$ cat src/rtl/scan_reg_pkg.sv
// Shared sizing helpers for the scan register bank: counter width and legal WIDTH range.
package scan_reg_pkg;

  localparam int WIDTH_MIN = 1;
  localparam int WIDTH_MAX = 64;

  // Counter must be able to hold WIDTH itself (saturation value), not just WIDTH-1.
  function automatic int cnt_w(input int w);
    return $clog2(w + 1);
  endfunction

endpackage

$ cat src/rtl/scan_lockup_latch.sv
// Negative-level lockup latch on the scan output; holds SO stable across the
// high phase of CLK so the next chain segment samples the previous-cycle bit.
module scan_lockup_latch (
  input  logic clk,
  input  logic rst,
  input  logic rst_val,
  input  logic d,
  output logic q
);

  logic so_q;

  always_latch begin
    if (rst)       so_q <= rst_val;
    else if (!clk) so_q <= d;
  end

  assign q = so_q;

endmodule

$ cat src/rtl/scan_reg_bank.sv
// Scan-capable register bank: shift (SE) > load (EN) > hold, with a saturating shift counter.
// Optional macro SCAN_REG_BANK_LOCKUP_EN routes SO through a negative-level lockup latch.
module scan_reg_bank
  import scan_reg_pkg::*;
#(
  parameter int               WIDTH       = 8,
  parameter logic [WIDTH-1:0] RESET_VALUE = '0
) (
  input  logic                       CLK,
  input  logic                       R,
  input  logic                       SE,
  input  logic                       SI,
  input  logic                       EN,
  input  logic [WIDTH-1:0]           D,
  output logic [WIDTH-1:0]           Q,
  output logic                       SO,
  output logic [cnt_w(WIDTH)-1:0]    SHIFT_CNT,
  output logic                       CHAIN_FULL
);

  localparam int               CNT_W   = cnt_w(WIDTH);
  localparam logic [CNT_W-1:0] CNT_MAX = CNT_W'(WIDTH);

  if (WIDTH < WIDTH_MIN || WIDTH > WIDTH_MAX) begin : g_bad_width
    $error("scan_reg_bank: WIDTH out of range");
  end

  logic [WIDTH-1:0] q_q, q_d;
  logic [CNT_W-1:0] cnt_q, cnt_d;

  always_comb begin
    q_d   = q_q;
    cnt_d = cnt_q;
    if (SE) begin
      q_d[0] = SI;
      for (int i = 1; i < WIDTH; i++) q_d[i] = q_q[i-1];
      if (cnt_q != CNT_MAX) cnt_d = cnt_q + CNT_W'(1);
    end else if (EN) begin
      q_d   = D;
      cnt_d = '0;
    end
  end

  always_ff @(posedge CLK or posedge R) begin
    if (R) begin
      q_q   <= RESET_VALUE;
      cnt_q <= '0;
    end else begin
      q_q   <= q_d;
      cnt_q <= cnt_d;
    end
  end

  assign Q          = q_q;
  assign SHIFT_CNT  = cnt_q;
  assign CHAIN_FULL = (cnt_q == CNT_MAX);

`ifdef SCAN_REG_BANK_LOCKUP_EN
  scan_lockup_latch u_lockup (
    .clk     (CLK),
    .rst     (R),
    .rst_val (RESET_VALUE[WIDTH-1]),
    .d       (q_q[WIDTH-1]),
    .q       (SO)
  );
`else
  assign SO = q_q[WIDTH-1];
`endif

endmodule

$ cat config.mk
export PLATFORM = sky130hd
export DESIGN_NAME = scan_reg_bank
export DESIGN_NICKNAME = d
export VERILOG_FILES = /design/src/rtl/scan_reg_pkg.sv /design/src/rtl/scan_lockup_latch.sv /design/src/rtl/scan_reg_bank.sv
export SDC_FILE = /design/constraint.sdc
export NUM_CORES = 1
export LEC_CHECK = 0
export ABC_AREA = 1
export BUFFER_PORTS_ARGS = -buffer_cell sky130_fd_sc_hd__buf_2
export CORE_UTILIZATION = 44
export DETAILED_ROUTE_END_ITERATION = 8
export PLACE_DENSITY = 0.81
export SLEW_MARGIN = 40
export SYNTH_ARGS = -nofsm -noshare
export SYNTH_HDL_FRONTEND = slang
export SYNTH_SLANG_ARGS = --single-unit
$ cat constraint.sdc
create_clock -name CLK -period 1.2 [get_ports CLK]
set_input_delay 0.18 -clock CLK [delete_from_list [all_inputs] [get_ports CLK]]
set_output_delay 0.18 -clock CLK [all_outputs]
set_load 0.1 [all_outputs]
==> summary.md, run 1 <==
| Metric | Value |
|---|---|
| Outcome | aborted with a tool error |
| Last step reached | 5_1_grt |
| Log Error | [ERROR DPL-0033] detailed placement checks failed during check placement. |
| Seq/Total Area, Yosys | 0.497 |
| Ports | 27 |
| Post_cts resized | 0 |
| Sink Count | 12 |
| Clock Root Buffer | clkbuf_4 |
| H-tree levels | 1 |
| Ys Warns | 0 |
| Cell area after synthesis | 604 sq um |
| Die height | approximately 40 um |
| Crit. endpoint post-GRT repair | CHAIN_FULL |
| Yosys cell types | 13 |
| Syn_nets | 90 |
| CTS Buffer Depth | 2 |
| Seq cells post-synth | 12 |
| Pin count of the biggest net entering global routing | 13 |
| Cell Rows | 12 |
| Port Buffer Count | 26 |
| WEP type | output port |
| TritonCTS Buffers | 3 |
| Synth Area per Inst | 8.06 sq um |
| Initial antenna violation count | 0 |
| Die W | 39.1 um |
| Mapped Cells | 75 |
| Initial Util | 0.509 |
| Post-DP HPWL | 1380 um |
| GPL Wtd Cong | 0.846 |
-- through the flow --
stage	area (sq um)	hold slack [ns]	worst slack (ns)	std cells
after floorplan	646	0.0446	-0.588	75
after global placement	1010	0.201	-0.0237	116
after detailed placement	1010	0.206	-0.0633	116
after CTS	1080	0.0859	-0.321	124
-- cells in the mapped netlist --
master | instances | area (sq um)
ha_1 | 2 | 25.0
inv_2 | 1 | 3.75
nor2_4 | 1 | 11.3
dfrtp_1 | 12 | 300
nand2_1 | 33 | 124
nand3_1 | 13 | 65.1
o21ai_1 | 1 | 5.00
nand4_1 | 1 | 6.26
buf_4 | 2 | 15.0
xnor2_1 | 1 | 8.76
inv_1 | 5 | 18.8
o21ai_2 | 1 | 8.76
nor2_2 | 2 | 12.5
-- kinds of logic after synthesis --
group / after synthesis / share of synthesized area
XOR/XNOR: 1 / 0.0145
AND/OR/NAND/NOR: 50 / 0.362
flip-flops: 12 / 0.497
AO/OA/AOI/OAI: 2 / 0.0228
buffers and inverters: 8 / 0.0621
adder cells (fa/ha/maj): 2 / 0.0414
-- what timing repair did --
action,4_1_cts
endpoints found under the hold margin,12
hold buffers,1
pin swaps,2
endpoints found under the setup margin,6
buffers inserted,3
==> run 2, diff against run 1 <==
Settings changed: CORE_AREA set to 2 2 63 65, CORE_UTILIZATION 44 to not set, DIE_AREA set to 0 0 65 67, PLACE_DENSITY 0.81 to not set, PLACE_DENSITY_LB_ADDON set to 0.15.
==> summary.md, run 2 <==
| Metric | Value |
|---|---|
| Outcome | finished, violations left |
| Violated checks | negative setup slack |
| Crit path max fanout | 2 |
| CTS tree | done |
| Power Density | 2270 nW/um^2 |
| CP Capture Type | output port |
| Fraction of registers with async set/reset | 1.00 |
| Rel. slew slack | 0.681 |
| ANT nets after route | 0 |
| Setup Crit Path Kind | register to output port |
| Hold wc startpoint | D[7] |
| Max-Cap Viols | 0 |
| Synth Area per Inst | 8.06 sq um |
| EDFF count, synth | 0 |
| Slew Viols, Final | 0 |
| Crit path max-delay cell type | dfrtp_4 |
| Reg2reg end | SHIFT_CNT[3]$_DFFE_PP0P_ |
| Critical R2R Launch | SHIFT_CNT[1]$_DFFE_PP0P_ |
| Tightest Pin Transition | between 0.4 and 0.5 ns |
| Clock Root Buffer | clkbuf_8 |
| Yosys cell types | 13 |
| Fill count | 389 |
| GPL Wtd Cong | 0.769 |
| Pin count of the biggest net entering global routing | 13 |
| N_diodes | 0 |
| Worst endpoint required time | 1.02 ns |
| Initial antenna violation count | 0 |
| TritonCTS Buffers | 3 |
| Skew-Pair Late Insertion Delay | 0.24 ns |
| First-pass GRT wire length | approximately 2700 um |
| Multi-input gate area | 309 sq um |
| Delay-heaviest family, CP | flip-flops |
| Arr. time, crit path | 1.27 ns |
| Register Area | 314 sq um |
| Reg clk slew, reported paths | 0.06 ns |
| Fmax | 0.688 GHz |
| Sink Count | 12 |
| Final worst slack | -0.253 ns |
| GRT met2 Usage | 0.135 |
| Ys Warns | 0 |
| WL/cell | 10.2 um |
| Layout cell share with drive strength beyond 1 | 0.468 |
| Commonest non-fill, non-tap cell in the layout | nand2_1 |
| Port Buffer Count | 26 |
| Seq cells post-synth | 12 |
| Buf/Inv on CP | 2 |
| Startpoint class of the critical path | register |
| Unrepaired setup endpoints after global routing | true |
| Post-synth top flop | dfrtp_1 |
| Worst r2r path cells | 8 |
| Mapped Cells | 75 |
| Die outline area | 4360 sq um |
| R2R Setup Slk | -0.18 ns |
| Vias per cell | roughly 4 |
| Overflow after GRT | 0 |
| Cell Rows | 22 |
| VDD IR max | 0.520 mV |
| CP Cell Sequence | inv_4 -> ha_4 -> nand2_4 -> nor2_4 -> buf_12 |
| Pre-CTS WS | -0.0432 ns |
| H-tree levels | 1 |
| Skew final | roughly 0.008 ns |
| Hold Vio Cnt, Final | 0 |
| Seq/Total Area, Yosys | 0.497 |
| Initial Util | 0.168 |
| Via count | 635 |
| HP Class | input pin to register |
| Core area | 3610 sq um |
| Most common cell in the netlist | nand2_1 |
| Fin crit period | 1.45 ns |
| Max stage delay on crit path | around 0.48 ns |
| P&R area growth vs syn | 93.0% |
| Tot Pwr | about 2.6 mW |
| Nets | about 130 |
| Vias in the first global route | 594 |
| Max FFs per register | 8 |
| Die height | 67 um |
| Hold EP | Q[7]$_DFFE_PP0P_ |
| Synth area leader | dfrtp_1 |
| Most frequent cells in the layout | 32 x nand2_1, 14 x buf_12, 12 x buf_2, 11 x nand3_1, 7 x dfrtp_1 |
| Post-DP HPWL | ~1300 um |
| Synth top area share | 0.497 |
| Total Routing Usage GR | 0.0836 |
| Grt met3 use | 0.0270 |
| WHS | approximately 0.14 ns |
| Top cells by count, synth | 33 x nand2_1, 13 x nand3_1, 12 x dfrtp_1 |
| # setup viols final | 7 |
| GRT Max-Usage Layer | met2 |
| DRC Markers | 0 |
| DR iter-0 viols | 17 |
| Synth area leaders | dfrtp_1 50%, nand2_1 20%, nand3_1 11%, ha_1 4.1%, inv_1 3.1% |
| Min-Delay Path Depth | 3 |
| Met1 usage | 0.0968 |
| Pleak | 0.549 nW |
| Cell area after synthesis | 604 sq um |
| CTS Buffer Depth | 2 |
| Fraction of the cycle the final worst path needs | 1.21 |
| Ports | 27 |
| Syn_nets | 90 |
| Die W | 65 um |
| First drt pass iteration count | 2 |
| Routed wire length | between 1500 and 2000 um |
[run 2: cell counts after synthesis]
Identical to the previous run, type by type.
[run 2: final cells by class]
class | count | share of cell area
multi-input cells | 55 | 0.265
flip-flops and latches | 12 | 0.269
inverters | 6 | 0.0236
repair buffers | 34 | 0.352
well taps | 48 | 0.0515
clock buffers | 4 | 0.0386
[run 2: worst max path at each step]
stage	from	to	slack, ns	depth (start not counted)
global placement	SHIFT_CNT[0]$_DFFE_PP0P_	CHAIN_FULL	-0.03	5
CTS	SHIFT_CNT[1]$_DFFE_PP0P_	CHAIN_FULL	-0.27	5
detailed placement	SHIFT_CNT[0]$_DFFE_PP0P_	CHAIN_FULL	-0.04	5
floorplan	SHIFT_CNT[0]$_DFFE_PP0P_	SHIFT_CNT[3]$_DFFE_PP0P_	-0.59	7
global route	SHIFT_CNT[0]$_DFFE_PP0P_	CHAIN_FULL	-0.30	5
finish	SHIFT_CNT[1]$_DFFE_PP0P_	CHAIN_FULL	-0.25	5
[run 2: tightest hold or removal path: stages]
cell and delay (ns):
buf_2 0.07, nand2_1 0.04, nand3_1 0.05
[run 2: kinds of logic (layout without fill, tap and decap cells)]
family,count (synthesis),count (layout),share of synthesized area
simple gates,50,50,0.362
flops,12,12,0.497
buf+inv,8,44,0.0621
fa+ha+maj,2,2,0.0414
compound gates,2,2,0.0228
xor+xnor,1,1,0.0145
[run 2: per-layer routing]
layer,up-vias,share of wire
met5,-,0
met4,0,0.021
met1,312,0.41
met2,14,0.52
met3,2,0.049
li1,307,-
[run 2: power breakdown]
group          leakage (nW)  internal, mW  total (mW)  switching, mW
sequential            0.144         0.517       0.678          0.160
clock                0.0228         0.233       0.377          0.144
combinational         0.382         0.600        1.59          0.989
[run 2: stage by stage]
stage	cells	TNS (ns)	util	area, sq um
6_report	159	-1.07	0.323	1170
5_1_grt	159	-1.44	0.323	1170
4_1_cts	156	-0.620	0.310	1120
3_5_place_dp	150	-0.0432	0.292	1050
3_3_place_gp	150	-0.0311	0.292	1050
2_1_floorplan	75	-2.28	-	646
[run 2: repair_timing]
item	in CTS	in global routing
endpoints found under the setup margin	3	7
pin swaps	2	3
hold endpoints to repair	12	0
cloned	0	0
buffers inserted	1	3
hold buffers	1	0
gates resized for setup	0	6
No activity file was read; power rests on OpenSTA's default activity.
==> run 3, diff against run 2 <==
Clock period 1.2 ns to 1.7 ns, I/O delays scaled along.
==> summary.md, run 3 (synthesized netlist as in run 2, its figures left out) <==
| Metric | Value |
|---|---|
| Initial antenna violation count | 0 |
| Tot Pwr | 1.57 mW |
| N_diodes | 0 |
| Clock Root Buffer | clkbuf_8 |
| Tightest Pin Transition | 0.502 ns |
| Post-DP HPWL | roughly 1200 um |
| # setup viols final | 0 |
| Net switching power | between 800 and 900 uW |
| Pleak | 0.455 nW |
| Crit path max-delay cell type | dfrtp_4 |
| Fill count | 411 |
| ANT nets after route | 0 |
| Fmax | ~0.63 GHz |
| WHS | 0.0347 ns |
| Max FFs per register | 8 |
| Register Area | 310 sq um |
| Pre-CTS WS | 0.359 ns |
| Fin crit period | between 1.5 and 2 ns |
| Skew final | 0.00142 ns |
| VDD IR max | 0.308 mV |
| P&R area growth vs syn | 46.8% |
| Layout cell share with drive strength beyond 1 | 0.417 |
| Die W | 65 um |
| Net Sw Frac | 0.541 |
| Sequential power share | 0.293 |
| Core area | 3610 sq um |
| Int Power | 721 uW |
| Gate power share | 0.510 |
| Via count | approximately 580 |
| Worst r2r path cells | 6 |
| Finished layout cell area | between 800 and 900 sq um |
| Most frequent cells in the layout | 32 x nand2_1, 25 x buf_2, 13 x nand3_1, 8 x dfrtp_1, 4 x clkbuf_8 |
| Arr. time, crit path | 1.34 ns |
| CTS Buffer Depth | 2 |
| Worst endpoint required time | 1.44 ns |
| Crit path to | CHAIN_FULL |
| Clock power share | 0.197 |
| Initial Util | 0.168 |
| Sink Count | 12 |
| Outcome | completed |
| Nets | 119 |
| Buf/Inv on CP | 2 |
| Final worst slack | roughly 0.11 ns |
| Source of the critical timing path | SHIFT_CNT[0]$_DFFE_PP0P_ |
| Setup Crit Path Kind | register to output port |
| TritonCTS Buffers | 3 |
| First drt pass iteration count | 4 |
| Overflow after GRT | 0 |
| # Post-CTS Setup Buffers | 0 |
| Ports | 27 |
| HP Class | input pin to asynchronous set/reset pin |
| Multi-input gate area | 292 sq um |
| CP Cell Sequence | inv_4 -> ha_4 -> nand2_4 -> nor2_4 -> buf_12 |
| Cts hold-fix bufs | 0 |
| Placed Area | 832 sq um |
| Rel. slew slack | 0.665 |
| Power Density | 1770 nW/um^2 |
| Final core utilization | 0.246 |
| WL/cell | roughly 10 um |
| Die outline area | 4360 sq um |
| Slew Viols, Final | 0 |
| Cell Rows | 22 |
| Commonest non-fill, non-tap cell in the layout | nand2_1 |
| CTS tree | done |
| Vias per cell | 3.83 |
| Reg2reg end | SHIFT_CNT[3]$_DFFE_PP0P_ |
| Post_cts resized | 0 |
| DRC Markers | 0 |
| Total Routing Usage GR | 0.0800 |
| Max-Cap Viols | 0 |
| DR iter-0 viols | 16 |
| Port Buffer Count | 26 |
| WP depth | 5 |
| Fraction of the cycle the final worst path needs | 0.937 |
| Unrepaired setup endpoints after global routing | false |
| GPL Wtd Cong | approximately 0.79 |
| Critical R2R Launch | SHIFT_CNT[0]$_DFFE_PP0P_ |
| Vias in the first global route | 547 |
| Die height | between 60 and 70 um |
| Max stage delay on crit path | about 0.51 ns |
| Crit path max fanout | 6 |
| Startpoint class of the critical path | register |
| Pin count of the biggest net entering global routing | 13 |
| Reg clk slew, reported paths | 0.06 ns |
| Routed wire length | 1570 um |
| CP Capture Type | output port |
| H-tree levels | 1 |
| First-pass GRT wire length | 2570 um |
| Delay-heaviest family, CP | flip-flops |
| Skew-Pair Late Insertion Delay | 0.24 ns |
| R2R Setup Slk | approximately 0.48 ns |
| Hold Vio Cnt, Final | 0 |
==> run 3: worst min path at each step <==
stage,to,depth (start not counted),start,slack (ns)
after global placement,SHIFT_CNT[1]$_DFFE_PP0P_,2,R,0.32
after CTS,Q[7]$_DFFE_PP0P_,2,R,0.06
after global routing,SHIFT_CNT[1]$_DFFE_PP0P_,2,R,0.07
after floorplan,Q[0]$_DFFE_PP0P_,1,R,0.12
after detailed placement,Q[7]$_DFFE_PP0P_,2,R,0.32
final,SHIFT_CNT[1]$_DFFE_PP0P_,2,R,0.03
==> run 3: power groups by stage <==
| stage | clock network (mW) | registers, mW | logic, mW |
|---|---|---|---|
| 2_1_floorplan | 0 | 0.906 | 0.224 |
| 3_3_place_gp | 0 | 0.466 | 0.806 |
| 3_5_place_dp | 0 | 0.467 | 0.808 |
| 4_1_cts | 0.325 | 0.462 | 0.809 |
| 5_1_grt | 0.344 | 0.473 | 0.849 |
| 6_report | 0.310 | 0.461 | 0.801 |
==> run 3: cell type report <==
type | count | share of cell area
inverters | 6 | 0.0282
clock buffers | 4 | 0.0621
repair buffers | 26 | 0.164
flip-flops and latches | 12 | 0.350
well taps | 48 | 0.0677
multi-input cells | 55 | 0.329
==> run 3: routing by layer <==
| metal | global-route usage | vias to the layer above | wire length [um] |
|---|---|---|---|
| met5 | 0 | - | 0 |
| met4 | 0.0479 | 0 | 35 |
| met3 | 0.0220 | 4 | 97 |
| met2 | 0.133 | 17 | 748 |
| met1 | 0.0915 | 266 | 686 |
| li1 | - | 291 | - |
==> run 3: metrics by stage <==
stage,setup TNS (ns),instances
final,0,151
after global routing,0,151
after CTS,0,151
after detailed placement,0,147
after global placement,0,147
after floorplan,-0.265,75
==> run 4, diff against run 3 <==
Settings changed: GPL_TIMING_DRIVEN set to 0, SKIP_LAST_GASP set to 1.
==> summary.md, run 4 (synthesized netlist as in run 2, its figures left out) <==
| Metric | Value |
|---|---|
| Outcome | completed |
| DR iter-0 viols | 16 |
| Sink Count | 12 |
| GPL Wtd Cong | 0.744 |
| Net Sw Frac | 0.540 |
| Slew Viols, Final | 0 |
| Die W | ~65 um |
| Clock Root Buffer | clkbuf_8 |
| Die height | 67 um |
| Setup Crit Path Kind | register to output port |
| Initial antenna violation count | 0 |
| Skew final | 0.00108 ns |
| Max-Cap Viols | 0 |
| Rel. slew slack | 0.674 |
| Initial Util | 0.168 |
| Source of the critical timing path | SHIFT_CNT[0]$_DFFE_PP0P_ |
| # Post-CTS Setup Buffers | 0 |
| Worst endpoint required time | between 1 and 1.5 ns |
| Skew-Pair Late Insertion Delay | around 0.23 ns |
| Max FFs per register | 8 |
| First drt pass iteration count | 4 |
| Reg clk slew, reported paths | 0.05 ns |
| TritonCTS Buffers | 3 |
| Overflow after GRT | 0 |
| CP Capture Type | output port |
| Vias per cell | 3.83 |
| Core area | 3610 sq um |
| Int Power | 719 uW |
| Gate power share | 0.508 |
| Startpoint class of the critical path | register |
| Most frequent cells in the layout | 32 x nand2_1, 25 x buf_2, 13 x nand3_1, 8 x dfrtp_1, 4 x clkbuf_8 |
| N_diodes | 0 |
| CTS tree | done |
| Fin crit period | roughly 1.6 ns |
| R2R Setup Slk | 0.49 ns |
| ANT nets after route | 0 |
| Finished layout cell area | between 800 and 900 sq um |
| Commonest non-fill, non-tap cell in the layout | nand2_1 |
| Worst r2r path cells | 6 |
| Via count | 586 |
| DRC Markers | 0 |
| Fmax | just over 0.6 GHz |
| Critical R2R Launch | SHIFT_CNT[0]$_DFFE_PP0P_ |
| Ports | 27 |
| P&R area growth vs syn | 47.8% |
| Fin Setup TNS | 0 ns |
| Net switching power | 844 uW |
| Final core utilization | 0.248 |
| CTS Buffer Depth | 2 |
| Hold Vio Cnt, Final | 0 |
| Post-DP HPWL | between 1000 and 1500 um |
| Tightest Pin Transition | around 0.49 ns |
| Layout cell share with drive strength beyond 1 | 0.429 |
| Cts hold-fix bufs | 0 |
| Arr. time, crit path | about 1.4 ns |
| Pin count of the biggest net entering global routing | 13 |
| Port Buffer Count | 26 |
| Crit path to | CHAIN_FULL |
| Unrepaired setup endpoints after global routing | false |
| Clock power share | 0.196 |
| H-tree levels | 1 |
| Sequential power share | 0.296 |
| WL/cell | between 10 and 15 um |
| Die outline area | 4360 sq um |
| VDD IR max | about 0.34 mV |
| First-pass GRT wire length | 2480 um |
| Reg2reg end | SHIFT_CNT[1]$_DFFE_PP0P_ |
| Power Density | 1750 nW/um^2 |
| Crit path max fanout | 6 |
| Pleak | 0.462 nW |
| HP Class | input pin to asynchronous set/reset pin |
| Vias in the first global route | 548 |
| Routed wire length | roughly 1600 um |
| Total Routing Usage GR | 0.0781 |
| WHS | 0.0260 ns |
| Fraction of the cycle the final worst path needs | 0.961 |
| Placed Area | 832 sq um |
| Post_cts resized | 2 |
| Nets | 121 |
| Cell Rows | 22 |
| # setup viols final | 0 |
run 4: critical path: stages, from the launching register on:
cell     delay [ns]
dfrtp_4        0.51
inv_4          0.08
ha_4           0.13
nand2_4        0.06
nor2_4         0.13
buf_6          0.23
run 4: worst min-delay path by stage:
stage                     from  cells past startpoint                  endpoint
after global routing         R                      2  SHIFT_CNT[0]$_DFFE_PP0P_
after floorplan              R                      1          Q[0]$_DFFE_PP0P_
after CTS                    R                      2          Q[0]$_DFFE_PP0P_
final                        R                      2  SHIFT_CNT[0]$_DFFE_PP0P_
after detailed placement     R                      2  SHIFT_CNT[0]$_DFFE_PP0P_
after global placement       R                      2  SHIFT_CNT[0]$_DFFE_PP0P_
run 4: metrics by stage:
stage                     setup slack [ns]  power, mW  std cells
after detailed placement             0.133       1.26        149
final                               0.0658       1.56        153
after global routing                0.0155       1.65        153
after CTS                           0.0510       1.59        153
after global placement               0.125       1.26        149
after floorplan                    -0.0876       1.13         75
run 4: cell type report:
| class | instances | area, sq um |
|---|---|---|
| Clock buffer | 4 | 55.1 |
| Timing Repair Buffer | 26 | 136 |
| Inverter | 6 | 25.0 |
| Buffer | 2 | 15.0 |
| Tap cell | 48 | 60.1 |
| Sequential cell | 12 | 310 |
| Multi-Input combinational cell | 55 | 292 |
| Fill cell | 411 | 2710 |
run 4: power groups by stage:
stage	Sequential, mW	Combinational, mW	Clock (mW)
finish	0.462	0.794	0.307
global placement	0.469	0.794	0
global route	0.477	0.840	0.334
floorplan	0.906	0.224	0
CTS	0.464	0.802	0.320
detailed placement	0.468	0.797	0
run 4: routing by layer:
metal,vias to the layer above,GRT usage,part of all wire,wire length (um)
met4,0,0.0479,0.017,27
met2,21,0.122,0.46,717
met1,267,0.0964,0.47,722
met3,2,0.0186,0.054,84
li1,296,-,-,-
met5,-,0,0,0
